### src/rtl/pingpong_bram_reader_if.sv
// Bundles the reader's bank handshakes, both BRAM read ports and the output stream.
// m_cksum exists only when READER_CKSUM_EN is defined.
interface pingpong_bram_reader_if #(
    parameter int DATA_W = 32,
    parameter int ADDR_W = 32
);
    logic              bank_rdy_1;
    logic              bank_rdy_2;
    logic              rd_en_1;
    logic [ADDR_W-1:0] rd_add_1;
    logic [DATA_W-1:0] rd_data_1;
    logic              rd_en_2;
    logic [ADDR_W-1:0] rd_add_2;
    logic [DATA_W-1:0] rd_data_2;
    logic              bank_free_1;
    logic              bank_free_2;
    logic              m_valid;
    logic [DATA_W-1:0] m_data;
    logic              m_last;
    logic              m_ready;
    logic              busy;
    logic              overrun;
    logic [1:0]        dbg_state;
`ifdef READER_CKSUM_EN
    logic [DATA_W-1:0] m_cksum;
`endif

    // Stream handshake: a word transfers in every cycle where m_valid && m_ready;
    // while m_valid && !m_ready the reader holds m_data/m_last unchanged.
    modport master (
        input  bank_rdy_1, bank_rdy_2, rd_data_1, rd_data_2, m_ready,
        output rd_en_1, rd_add_1, rd_en_2, rd_add_2, bank_free_1, bank_free_2,
        output m_valid, m_data, m_last, busy, overrun, dbg_state
`ifdef READER_CKSUM_EN
        , output m_cksum
`endif
    );

    modport slave (
        output bank_rdy_1, bank_rdy_2, rd_data_1, rd_data_2, m_ready,
        input  rd_en_1, rd_add_1, rd_en_2, rd_add_2, bank_free_1, bank_free_2,
        input  m_valid, m_data, m_last, busy, overrun, dbg_state
`ifdef READER_CKSUM_EN
        , input m_cksum
`endif
    );
endinterface

### src/rtl/pingpong_bram_reader.sv
// Drains completed ping-pong BRAM banks in alternation onto a valid/ready stream,
// hiding BRAM read latency with a 2-entry buffer. Define READER_CKSUM_EN for m_cksum.
module pingpong_bram_reader #(
    parameter int DATA_W = 32,
    parameter int ADDR_W = 32,
    parameter int DEPTH  = 16
) (
    input  logic                    clk,
    input  logic                    rst,
    pingpong_bram_reader_if.master  bus
);
    localparam int IDX_W = (DEPTH > 1) ? $clog2(DEPTH) : 1;
    localparam logic [IDX_W-1:0] LAST_IDX = IDX_W'(DEPTH - 1);

    typedef enum logic [1:0] {
        ST_IDLE  = 2'd0,
        ST_READ  = 2'd1,
        ST_DRAIN = 2'd2,
        ST_FREE  = 2'd3
    } state_e;

    state_e            state_q;
    logic              sel_q;          // 0 = BRAM1, 1 = BRAM2
    logic              last_served_q;
    logic              pend1_q, pend2_q;
    logic              pend1_d, pend2_d;
    logic              overrun_q;
    logic [IDX_W-1:0]  rd_idx_q;
    logic [ADDR_W-1:0] rd_add1_q, rd_add2_q;
    logic              infl_q, infl_last_q;
    logic [DATA_W-1:0] buf_data_q [2];
    logic [1:0]        buf_last_q;
    logic              wr_ptr_q, rd_ptr_q;
    logic [1:0]        count_q;

    logic              active1, active2;
    logic              ovr1, ovr2, set1, set2, avail1, avail2;
    logic              pick_valid, pick_sel;
    logic              pop, issue;
    logic [ADDR_W-1:0] idx_ext;
    logic [DATA_W-1:0] cap_data;
    logic [DATA_W-1:0] head_data;
    logic              head_last;

    // A bank owned by the FSM (any non-idle state) may not be re-announced.
    assign active1 = (state_q != ST_IDLE) && !sel_q;
    assign active2 = (state_q != ST_IDLE) &&  sel_q;
    assign ovr1    = bus.bank_rdy_1 && (pend1_q || active1);
    assign ovr2    = bus.bank_rdy_2 && (pend2_q || active2);
    assign set1    = bus.bank_rdy_1 && !ovr1;
    assign set2    = bus.bank_rdy_2 && !ovr2;
    assign avail1  = pend1_q || set1;
    assign avail2  = pend2_q || set2;

    assign pick_valid = (state_q == ST_IDLE) && (avail1 || avail2);
    assign pick_sel   = (avail1 && avail2) ? !last_served_q : avail2;
    assign pend1_d    = avail1 && !(pick_valid && !pick_sel);
    assign pend2_d    = avail2 && !(pick_valid &&  pick_sel);

    assign head_data = buf_data_q[rd_ptr_q];
    assign head_last = buf_last_q[rd_ptr_q];
    assign pop       = (count_q != 2'd0) && bus.m_ready;

    // Occupancy after this cycle's pop, plus the word still in the BRAM pipe, must leave a slot.
    assign issue = (state_q == ST_READ) &&
                   (({1'b0, count_q} + {2'b00, infl_q}) < (3'd2 + {2'b00, pop}));

    assign idx_ext  = ADDR_W'(rd_idx_q);
    assign cap_data = sel_q ? bus.rd_data_2 : bus.rd_data_1;

    assign bus.rd_en_1     = issue && !sel_q;
    assign bus.rd_en_2     = issue &&  sel_q;
    assign bus.rd_add_1    = (issue && !sel_q) ? idx_ext : rd_add1_q;
    assign bus.rd_add_2    = (issue &&  sel_q) ? idx_ext : rd_add2_q;
    assign bus.bank_free_1 = (state_q == ST_FREE) && !sel_q;
    assign bus.bank_free_2 = (state_q == ST_FREE) &&  sel_q;
    assign bus.m_valid     = (count_q != 2'd0);
    assign bus.m_data      = head_data;
    assign bus.m_last      = head_last;
    assign bus.busy        = (state_q != ST_IDLE);
    assign bus.overrun     = overrun_q;
    assign bus.dbg_state   = state_q;

    always_ff @(posedge clk) begin
        if (rst) begin
            state_q       <= ST_IDLE;
            sel_q         <= 1'b0;
            last_served_q <= 1'b1;
            pend1_q       <= 1'b0;
            pend2_q       <= 1'b0;
            overrun_q     <= 1'b0;
            rd_idx_q      <= '0;
            rd_add1_q     <= '0;
            rd_add2_q     <= '0;
            infl_q        <= 1'b0;
            infl_last_q   <= 1'b0;
            wr_ptr_q      <= 1'b0;
            rd_ptr_q      <= 1'b0;
            count_q       <= 2'd0;
            buf_last_q    <= 2'b00;
            for (int i = 0; i < 2; i++) begin
                buf_data_q[i] <= '0;
            end
        end else begin
            pend1_q   <= pend1_d;
            pend2_q   <= pend2_d;
            overrun_q <= overrun_q || ovr1 || ovr2;

            infl_q <= issue;
            if (issue) begin
                infl_last_q <= (rd_idx_q == LAST_IDX);
                if (sel_q) begin
                    rd_add2_q <= idx_ext;
                end else begin
                    rd_add1_q <= idx_ext;
                end
            end

            // The BRAM word read last cycle lands in the buffer now.
            if (infl_q) begin
                buf_data_q[wr_ptr_q] <= cap_data;
                buf_last_q[wr_ptr_q] <= infl_last_q;
                wr_ptr_q             <= ~wr_ptr_q;
            end
            if (pop) begin
                rd_ptr_q <= ~rd_ptr_q;
            end
            count_q <= count_q + 2'(infl_q) - 2'(pop);

            case (state_q)
                ST_IDLE: begin
                    if (pick_valid) begin
                        sel_q    <= pick_sel;
                        rd_idx_q <= '0;
                        state_q  <= ST_READ;
                    end
                end
                ST_READ: begin
                    if (issue) begin
                        if (rd_idx_q == LAST_IDX) begin
                            state_q <= ST_DRAIN;
                        end else begin
                            rd_idx_q <= rd_idx_q + 1'b1;
                        end
                    end
                end
                ST_DRAIN: begin
                    if ((count_q == 2'd0) && !infl_q) begin
                        state_q <= ST_FREE;
                    end
                end
                ST_FREE: begin
                    last_served_q <= sel_q;
                    state_q       <= ST_IDLE;
                end
                default: state_q <= ST_IDLE;
            endcase
        end
    end

`ifdef READER_CKSUM_EN
    logic [DATA_W-1:0] ck_acc_q;
    logic              ck_first_q;
    logic [DATA_W-1:0] ck_base;

    // ck_first_q marks that the head word opens a new frame, so earlier frames drop out.
    assign ck_base     = ck_first_q ? '0 : ck_acc_q;
    assign bus.m_cksum = ck_base ^ head_data;

    always_ff @(posedge clk) begin
        if (rst) begin
            ck_acc_q   <= '0;
            ck_first_q <= 1'b1;
        end else if (pop) begin
            ck_acc_q   <= ck_base ^ head_data;
            ck_first_q <= head_last;
        end
    end
`endif
endmodule

### src/flat_wrapper.sv
// flat-port wrapper written by rule: the top's interface ports become plain ports
module pingpong_bram_reader_flat 
#(
    parameter int DATA_W = 32,
    parameter int ADDR_W = 32,
    parameter int DEPTH  = 16
)
  (clk, rst, bus_bank_rdy_1, bus_bank_rdy_2, bus_rd_data_1, bus_rd_data_2, bus_m_ready, bus_rd_en_1, bus_rd_add_1, bus_rd_en_2, bus_rd_add_2, bus_bank_free_1, bus_bank_free_2, bus_m_valid, bus_m_data, bus_m_last, bus_busy, bus_overrun, bus_dbg_state);
  pingpong_bram_reader_if #(.DATA_W(DATA_W), .ADDR_W(ADDR_W)) bus_i ();
  input  logic clk;
  input  logic rst;
  input wire logic [$bits(bus_i.bank_rdy_1)-1:0] bus_bank_rdy_1;
  input wire logic [$bits(bus_i.bank_rdy_2)-1:0] bus_bank_rdy_2;
  input wire logic [$bits(bus_i.rd_data_1)-1:0] bus_rd_data_1;
  input wire logic [$bits(bus_i.rd_data_2)-1:0] bus_rd_data_2;
  input wire logic [$bits(bus_i.m_ready)-1:0] bus_m_ready;
  output wire logic [$bits(bus_i.rd_en_1)-1:0] bus_rd_en_1;
  output wire logic [$bits(bus_i.rd_add_1)-1:0] bus_rd_add_1;
  output wire logic [$bits(bus_i.rd_en_2)-1:0] bus_rd_en_2;
  output wire logic [$bits(bus_i.rd_add_2)-1:0] bus_rd_add_2;
  output wire logic [$bits(bus_i.bank_free_1)-1:0] bus_bank_free_1;
  output wire logic [$bits(bus_i.bank_free_2)-1:0] bus_bank_free_2;
  output wire logic [$bits(bus_i.m_valid)-1:0] bus_m_valid;
  output wire logic [$bits(bus_i.m_data)-1:0] bus_m_data;
  output wire logic [$bits(bus_i.m_last)-1:0] bus_m_last;
  output wire logic [$bits(bus_i.busy)-1:0] bus_busy;
  output wire logic [$bits(bus_i.overrun)-1:0] bus_overrun;
  output wire logic [$bits(bus_i.dbg_state)-1:0] bus_dbg_state;
  assign bus_i.bank_rdy_1 = bus_bank_rdy_1;
  assign bus_i.bank_rdy_2 = bus_bank_rdy_2;
  assign bus_i.rd_data_1 = bus_rd_data_1;
  assign bus_i.rd_data_2 = bus_rd_data_2;
  assign bus_i.m_ready = bus_m_ready;
  assign bus_rd_en_1 = bus_i.rd_en_1;
  assign bus_rd_add_1 = bus_i.rd_add_1;
  assign bus_rd_en_2 = bus_i.rd_en_2;
  assign bus_rd_add_2 = bus_i.rd_add_2;
  assign bus_bank_free_1 = bus_i.bank_free_1;
  assign bus_bank_free_2 = bus_i.bank_free_2;
  assign bus_m_valid = bus_i.m_valid;
  assign bus_m_data = bus_i.m_data;
  assign bus_m_last = bus_i.m_last;
  assign bus_busy = bus_i.busy;
  assign bus_overrun = bus_i.overrun;
  assign bus_dbg_state = bus_i.dbg_state;
  pingpong_bram_reader #(.DATA_W(DATA_W), .ADDR_W(ADDR_W), .DEPTH(DEPTH)) u_core (.clk(clk), .rst(rst), .bus(bus_i));
endmodule
### config.mk
export PLATFORM = sky130hd
export DESIGN_NAME = pingpong_bram_reader_flat
export DESIGN_NICKNAME = d
export VERILOG_FILES = /design/src/rtl/pingpong_bram_reader_if.sv /design/src/rtl/pingpong_bram_reader.sv /design/src/flat_wrapper.sv
export SDC_FILE = /design/constraint.sdc
export NUM_CORES = 1
export LEC_CHECK = 0
export BUFFER_PORTS_ARGS = -buffer_cell sky130_fd_sc_hd__clkbuf_2
export CAP_MARGIN = 30
export CELL_PAD_IN_SITES_DETAIL_PLACEMENT = 1
export CELL_PAD_IN_SITES_GLOBAL_PLACEMENT = 1
export CORE_ASPECT_RATIO = 1.5
export CORE_MARGIN = 8
export CORE_UTILIZATION = 31
export CTS_CLUSTER_DIAMETER = 150
export DETAILED_ROUTE_END_ITERATION = 7
export PLACE_DENSITY_LB_ADDON = 0.1
export SLEW_MARGIN = 20
export SYNTH_ARGS = -nofsm -noshare
export SYNTH_HDL_FRONTEND = slang
export SYNTH_SLANG_ARGS = --single-unit
### constraint.sdc
create_clock -name clk -period 4.6 [get_ports clk]
set_clock_uncertainty 0.15 [all_clocks]
set_input_delay 0.23 -clock clk [delete_from_list [all_inputs] [get_ports clk]]
set_output_delay 0.23 -clock clk [all_outputs]
set_load 0.02 [all_outputs]
# [After elaboration in Yosys (flattened, before gate mapping)]
# Memory sizes are Yosys's and may differ from the RTL's. A register that Yosys moved wholly into a read port is not among the register bits.
# Cells that the tools add are included.
# W data, S select, Z words.
[classes] bitwise_logic=3 add_sub_neg=5 reduce_logical=46 n_lt_le_gt_ge=4 n_eq_ne=9 muxes=28
[op_table] operator="$mux W32" count=2
[op_table] operator="$reduce_or A32 Y1" count=1
[op_table] operator="$logic_and A1 B1 Y1" count=20
[op_table] operator="$mux W4" count=5
[op_table] operator="$mux W1" count=13
[op_table] operator="$logic_not A1 Y1" count=8
[op_table] operator="$mux W2" count=4
[op_table] operator="$pmux W2 S4" count=1
[op_table] operator="$pmux W4 S2" count=1
[op_table] operator="$reduce_and A4 Y1" count=2
[op_table] operator="$logic_or A1 B1 Y1" count=7
[op_table] operator="$ne A2 B1 Y1 const B" count=3
[op_table] operator="$reduce_and A2 Y1" count=3
[op_table] operator="$reduce_bool A2 Y1" count=3
[op_table] operator="$add A4 B1 Y4 const B" count=1
[op_table] operator="$eq A2 B2 Y1 const B" count=2
[op_table] operator="$eq A4 B4 Y1 const B" count=1
[op_table] operator="$logic_not A2 Y1" count=2
[op_table] operator="$lt A1 B2 Y1 const B" count=2
[op_table] operator="$ne A2 B2 Y1 const B" count=2
[op_table] operator="$add A2 B1 Y3" count=1
[op_table] operator="$add A2 B1 Y3 const A" count=1
[op_table] operator="$lt A3 B3 Y1" count=1
[op_table] operator="$not A1 Y1" count=3
[op_table] operator="6 further kinds" count=6
[totals] out_inout_bits=106 input_bits=69 mem_bits_rw=64 wordCells=111 register_bits=27 mem_count=1
[memory_table] name="u_core.buf_data_q" depth=2 width=32 rd=1 rd_clocked_by_memory_dff=1 write_ports=2 line_no="pingpong_bram_reader.sv:31" text="logic [DATA_W-1:0] buf_data_q [2];"

# [Depth between registers and ports, before layout]
# Gate-level depths: netlist of the first run.
[depth] word_depth=13 mapped_depth=8

# [Least setup slack after synthesis of the first run]
# OpenSTA, ideal clock, no wires.
[synth_timing] path_type="flip-flop to flip-flop" start="register u_core.infl_q" end="memory u_core.buf_data_q[1][0], enable pin" t_required_ns=3.982 arrival_ns=2.813 slack_ns=1.169 path_buffers=0 stages_incl_launch_ff=3 path_cell_list="dfxtp_1 -> inv_1 -> o21ai_0"
[synth_lines] item="start, declared" line_no="pingpong_bram_reader.sv:30" text="logic infl_q, infl_last_q;"
[synth_lines] item="start signal, assigned" line_no="pingpong_bram_reader.sv:109" text="infl_q <= issue;"
[synth_lines] item="end, declared" line_no="pingpong_bram_reader.sv:31"

# [Final worst setup path of the first run]
[layout_timing] start="register u_core.infl_q" end="output port bus_rd_add_2[1]"
[layout_between] elab_chain_cells=5
[layout_rtl] item="$add A2 B1 Y3" line_no="pingpong_bram_reader.sv:66" text="(({1'b0, count_q} + {2'b00, infl_q}) < (3'd2 + {2'b00, pop}));"
[layout_rtl] item="$lt A3 B3 Y1" line_no="pingpong_bram_reader.sv:66"
[layout_rtl] item="$logic_and A1 B1 Y1" line_no="pingpong_bram_reader.sv:65" text="assign issue = (state_q == ST_READ) &&"
[layout_rtl] item="$logic_and A1 B1 Y1" line_no="pingpong_bram_reader.sv:74" text="assign bus.rd_add_2 = (issue && sel_q) ? idx_ext : rd_add2_q;"
[layout_rtl] item="$mux W4" line_no="pingpong_bram_reader.sv:74"
[layout_rtl] item="end, declared" line_no="flat_wrapper.sv:20" text="output wire logic [$bits(bus_i.rd_add_2)-1:0] bus_rd_add_2;"
# No other way between the ends.

==> out/summary.txt, run 1 <==
Status -> finished, final reports clean
Synth warnings -> 0
Wire length per cell -> 16.36 µm
Dpl cells -> 721
Crit path required time -> 4220 ps
CTS Buf Count -> 9
Residual DRC -> 0
Final setup violation count -> 0
I/O Pins -> 175
Fmax -> 0.3754 GHz
RSZ-0062 raised after global routing -> no
Antenna-violating nets left -> 0
Overall routing resource usage -> 12.56%
First-pass DRT Iterations -> 4
LEAKAGE -> 2.449 nW
Worst-path clk slew -> 70 ps
Vias in the first global route -> 3624
Cts repair resizes -> 0
Reg2Reg Setup Slack -> 2320 ps
Sequential area share after synthesis -> 52.51%
Worst r2r src -> u_core.infl_q$_SDFF_PP0_
Post-CTS setup buffers -> 0
Die Width -> 116.8 µm
R2R depth -> 6
CTS Hold Buffers Added -> 0
Post-synth EDFFs -> 64
Min cycle time layout -> 2664 ps
Count of non-filler cells in the finished layout -> 737
Clk_lat worst skew -> 330 ps
Ranking of synthesized cells by area -> edfxtp_1 (41%), dfxtp_1 (12%), mux2_2 (9.8%)
Via/cell ratio -> 4.418
Deepest level of the CTS H-tree -> 3
Final-stage net count -> 611
Bufs on Longest Clock Path -> 2
CTS Root Cell -> clkbuf_16
Layout cells sized above 1 -> 34.76%
Slew Limit Fails -> 0
P&R area growth vs syn -> 18.61%
Largest net degree at the start of global routing -> 34
Die area -> 19540 µm²
Std-Cell Rows -> 55
Routed Wire Length -> 12.06 mm
Fin crit share -> 57.91%
CTS tree -> done
Maximum vdd drop -> 271.9 µV
Initial DRC Count -> 53
Total congestion overflow -> 0
Setup TNS -> 0 ps
Critical Path AT -> 2280 ps
Core Box Area -> 15000 µm²
Hpwl dp -> 8.849 mm
Synth top area share -> 40.66%
First-pass GRT wire length -> 18.92 mm
Crit path to -> bus_rd_add_2[1]
Avg Cell Area, Syn -> 11.25 µm²
Kind of critical path -> reg -> out
Slew headroom -> 42.92%
Worst-Margin Slew -> 856.3 ps
Async SR Flop Fraction -> 0%
Critical path fanouts, max -> 6
Die H -> 167.2 µm
Count of final hold-check violations -> 0
Max-cap violations -> 0
Mapped cell area -> 4727 µm²
Unique masters post-synth -> 46
Final core utilization -> 37.37%
Crit path from -> u_core.infl_q$_SDFF_PP0_
GPL Wtd Cong -> 0.7150
Pwr dens -> 516.9 nW/µm²
Initial core utilization -> 31.51%
Critical Path End Type -> primary output
Main synth FF type -> edfxtp_1
Sink Count -> 92
Seq cells post-synth -> 92
Vias -> 3256
Antenna cells -> 0
Most common cell in the netlist -> nor2_1
Setup crit start kind -> register
Worst min-delay path category -> in -> reg
Syn Inst Count -> 420
Initial antenna violation count -> 0
Synth area leader -> edfxtp_1
Most instantiated cells after synthesis -> nor2_1 (77), edfxtp_1 (64), buf_4 (56), mux2_2 (41), mux2i_1 (32)
Port bufs -> 118
Reg-to-reg critical path endpoint -> u_core.rd_idx_q[0]$_SDFFE_PP0P_
## routing by layer
layer  up-vias  GRT usage (%)  wire length, µm
li1       1567              -                -
met4         0          4.810              200
met3        13          2.881              695
met1      1584          12.37             4360
met2        92          24.13             6800
met5         -              0                0
## state kept, by name, indices dropped and copies added (netlist names), named ones only
name and cells:
u_core.buf_data_q 64, u_core.buf_last_q 2, u_core.bus.dbg_state 2, u_core.bus.overrun 1
u_core.count_q 2, u_core.infl_last_q 1, u_core.infl_q 1, u_core.last_served_q 1
u_core.pend1_q 1, u_core.pend2_q 1, u_core.rd_add1_q 4, u_core.rd_add2_q 4
u_core.rd_idx_q 4, u_core.rd_ptr_q 1, u_core.sel_q 1, u_core.wr_ptr_q 1
## placed cells by master, fill, tap and decap left out, types with 3 or more instances in the layout
cell	n
a21oi_1	7
and2_1	9
buf_4	3
clkbuf_16	9
clkbuf_2	118
conb_1	56
dfxtp_1	26
edfxtp_1	64
ha_1	9
inv_1	15
mux2_2	41
mux2i_1	32
nand2_1	9
nand2b_1	3
nand3_1	3
nand3_2	3
nor2_1	77
nor2b_1	3
nor3_1	3
o21ai_0	7
## metrics by stage
stage	hold slack [ps]	total power, mW	setup slack (ps)	cell area (µm²)
3_5_place_dp	315.3	2.265	2155	5336
6_report	14.79	2.898	1936	5607
2_1_floorplan	216.0	1.941	1169	4933
3_3_place_gp	314.0	2.245	2183	5336
5_1_grt	35.05	3.074	1790	5607
4_1_cts	13.44	2.955	1898	5607
## report_power, final
group          leakage [nW]  internal, mW  switching [mW]
Clock                 0.126         0.369           0.311
Combinational          1.43         0.417           0.642
Sequential            0.894          1.02           0.138
## cell type report
cell class              count  area [µm²]
inverters                  15       56.30
multi-input cells         294        1933
well taps                 199       249.0
clock inverters             5       37.54
flip-flops and latches     92        2485
clock buffers              11       232.7
repair buffers            121       613.1
fillers                  1766        9395
## critical path, cell delays in order (launching register included)
cell and delay (ps):
dfxtp_1 500, ha_1 210, ha_1 190, nand2b_1 290
inv_1 110, nand3_2 150, mux2_2 360, clkbuf_2 160
## logic make-up after synthesis
kind of cell | after synthesis | share of synthesized area (%)
flip-flops | 92 | 52.51
multiplexers | 73 | 16.54
buffers and inverters | 89 | 11.65
AND/OR/NAND/NOR | 118 | 11.28
other | 1 | 0.07933
XOR/XNOR | 4 | 0.7413
adder cells (fa/ha/maj) | 9 | 2.382
AO/OA/AOI/OAI | 34 | 4.817
## how the worst min path moves through the flow
stage / from / endpoint / cells past startpoint
3_5_place_dp: u_core.buf_last_q[1]$_SDFFE_PP0P_ / u_core.buf_last_q[1]$_SDFFE_PP0P_ / 2
2_1_floorplan: bus_bank_rdy_2 / u_core.bus.overrun$_SDFF_PP0_ / 2
4_1_cts: bus_bank_rdy_2 / u_core.bus.overrun$_SDFF_PP0_ / 3
6_report: bus_bank_rdy_2 / u_core.bus.overrun$_SDFF_PP0_ / 3
5_1_grt: bus_bank_rdy_2 / u_core.bus.overrun$_SDFF_PP0_ / 3
3_3_place_gp: u_core.buf_last_q[1]$_SDFFE_PP0P_ / u_core.buf_last_q[1]$_SDFFE_PP0P_ / 2
Note: power is estimated with default switching activity, not from simulation.
==> inputs of run 2 (changes only) <==
Clock period 4.6 ns to 2.29 ns, I/O delays scaled along.
==> run 2 against run 1 <==
Against the previous run:
- first-iteration DRC count is 17% higher
- utilization is 5.3 points higher
- critical path depth did not move
- worst setup slack worse by 1900 ps
- clock-buffer cell count decreased by 1
- clock power rose by 100%
- highest routed layer is now met5
- largest power group is now combinational logic
- cell count increased by 9.5%
- non-clock buffer count increased by 70
- sequential power is 95% higher
- global-route usage is 1.0 points higher
- die area stayed put
- combinational power up 150%
==> out/summary.txt, run 2 (synthesis gave the netlist of run 1 again) <==
Met1 Use GR -> 13.03%
P&R area growth vs syn -> 35.28%
PnR Total Power -> 6.258 mW
Count of final hold-check violations -> 0
Port bufs -> 118
Deepest level of the CTS H-tree -> 3
I/O Pins -> 175
Worst-path clk slew -> 70 ps
CTS Root Cell -> clkbuf_16
Initial antenna violation count -> 1
Hpwl dp -> 9.367 mm
Layout cells sized above 1 -> 34.54%
Overall routing resource usage -> 13.61%
Largest net degree at the start of global routing -> 25
Dpl cells -> 733
Crit-path max cell delay -> 340 ps
Slew headroom -> 62.37%
Worst-Margin Slew -> 563.9 ps
Critical path fanouts, max -> 2
Most used cell, CP -> ha_4
Grt peak-use layer -> met2
Initial DRC Count -> 62
Clk_lat worst skew -> 340 ps
Min cycle time layout -> 2212 ps
Residual DRC -> 0
Fin crit share -> 96.59%
Die Width -> 116.8 µm
Count of non-filler cells in the finished layout -> 807
Sink Count -> 92
Critical Path End Type -> primary output
Die H -> 167.2 µm
Met2 GRT Util -> 26.59%
CTS Buf Count -> 9
Vias -> 3513
Final setup violation count -> 0
Status -> finished, final reports clean
Fmax -> 0.4521 GHz
Core Box Area -> 15000 µm²
Maximum vdd drop -> 418.7 µV
Setup crit start kind -> register
CP cell instances -> ha_4 -> ha_4 -> o21a_4 -> nor3_4 -> buf_4 -> mux2_4 -> clkbuf_8
Max reg flops -> 64
Final-stage net count -> 681
Bufs on Longest Clock Path -> 2
Pwr dens -> 978.6 nW/µm²
Via/cell ratio -> 4.353
CTS tree -> done
Antenna cells -> 0
Kind of critical path -> reg -> out
First-pass DRT Iterations -> 4
LEAKAGE -> 2.776 nW
Most frequent cells in the layout -> clkbuf_2 (114), nor2_1 (77), edfxtp_1 (64)
Std-Cell Rows -> 55
Top reg by flops -> u_core.buf_data_q
Slew Limit Fails -> 0
Slowest-stage cell, CP -> dfxtp_2
Final core utilization -> 42.63%
Initial core utilization -> 31.51%
Total congestion overflow -> 0
Vias in the first global route -> 4030
Max-cap violations -> 0
Wire length per cell -> 16.32 µm
Die area -> 19540 µm²
Critical Path AT -> 1950 ps
GPL Wtd Cong -> 0.7561
Worst min-delay path category -> in -> reg
Reg2Reg Setup Slack -> 170 ps
GRT met3 Usage -> 3.133%
Antenna-violating nets left -> 0
Crit path required time -> 2030 ps
Commonest non-fill, non-tap cell in the layout -> clkbuf_2
Routed Wire Length -> 13.17 mm
First-pass GRT wire length -> 20.40 mm
run 2: cell count changes in the layout (fill, tap and decap cells not counted), moves of 2 or more:
cell / before / now
ha_4: 0 / 2
mux2_2: 41 / 37
dlygate4sd3_1: 0 / 52
buf_6: 0 / 4
dfxtp_1: 26 / 24
clkbuf_2: 118 / 114
buf_4: 3 / 16
ha_1: 9 / 7
mux2_4: 0 / 4
buf_12: 0 / 4
run 2: power breakdown:
group,switching (mW),internal (mW),leakage (nW)
logic,1.45,1.18,1.76
registers,0.206,2.05,0.895
clock network,0.627,0.734,0.119
run 2: per-layer routing:
layer | part of all wire, % | vias to the layer above
met5 | 0.099 | -
met2 | 57 | 84
met4 | 1.4 | 2
li1 | - | 1708
met3 | 5.3 | 12
met1 | 37 | 1707
run 2: final cells by class:
type / count / area, µm²
fillers: 1758 / 8607
flip-flops and latches: 92 / 2490
multi-input cells: 294 / 1981
repair buffers: 191 / 1350
well taps: 199 / 249.0
clock buffers: 10 / 229.0
inverters: 15 / 56.30
clock inverters: 6 / 40.04
run 2: path summary, 6_finish.rpt:
| check | to | start | cells past startpoint |
|---|---|---|---|
| setup / recovery | bus_rd_add_1[3] | u_core.infl_q$_SDFF_PP0_ | 7 |
| hold / removal | u_core.buf_data_q[0][31]$_SDFFCE_PN0P_ | bus_rd_data_1[31] | 3 |
| setup reg to reg | u_core.rd_idx_q[0]$_SDFFE_PP0P_ | u_core.infl_q$_SDFF_PP0_ | 7 |
| hold reg to reg | u_core.buf_last_q[1]$_SDFFE_PP0P_ | u_core.buf_last_q[1]$_SDFFE_PP0P_ | 2 |
run 2: critical path, delay by kind of cell, from the launching register on:
kind	cells	cell delay, ps
simple gates	1	190
flops	1	340
mux	1	300
fa+ha+maj	2	370
buf+inv	2	290
compound gates	1	120
run 2: repair_timing:
action | 4_1_cts | 5_1_grt
pin swaps | 1 | 2
hold buffers | 52 | 0
setup endpoints to repair | 8 | 19
buffers inserted | 6 | 0
hold endpoints to repair | 41 | 0
gates resized for setup | 10 | 15
run 2: through the flow:
step           setup slack (ps)  setup TNS [ps]  hold slack (ps)  instance area [µm²]
2_1_floorplan            -260.7          -17020            100.5                 4933
3_3_place_gp              211.0               0            241.3                 5477
3_5_place_dp              147.8               0            242.0                 5477
4_1_cts                   7.089               0           0.4147                 6346
5_1_grt                  -8.011          -8.011            10.86                 6395
6_report                  78.17               0            2.115                 6395
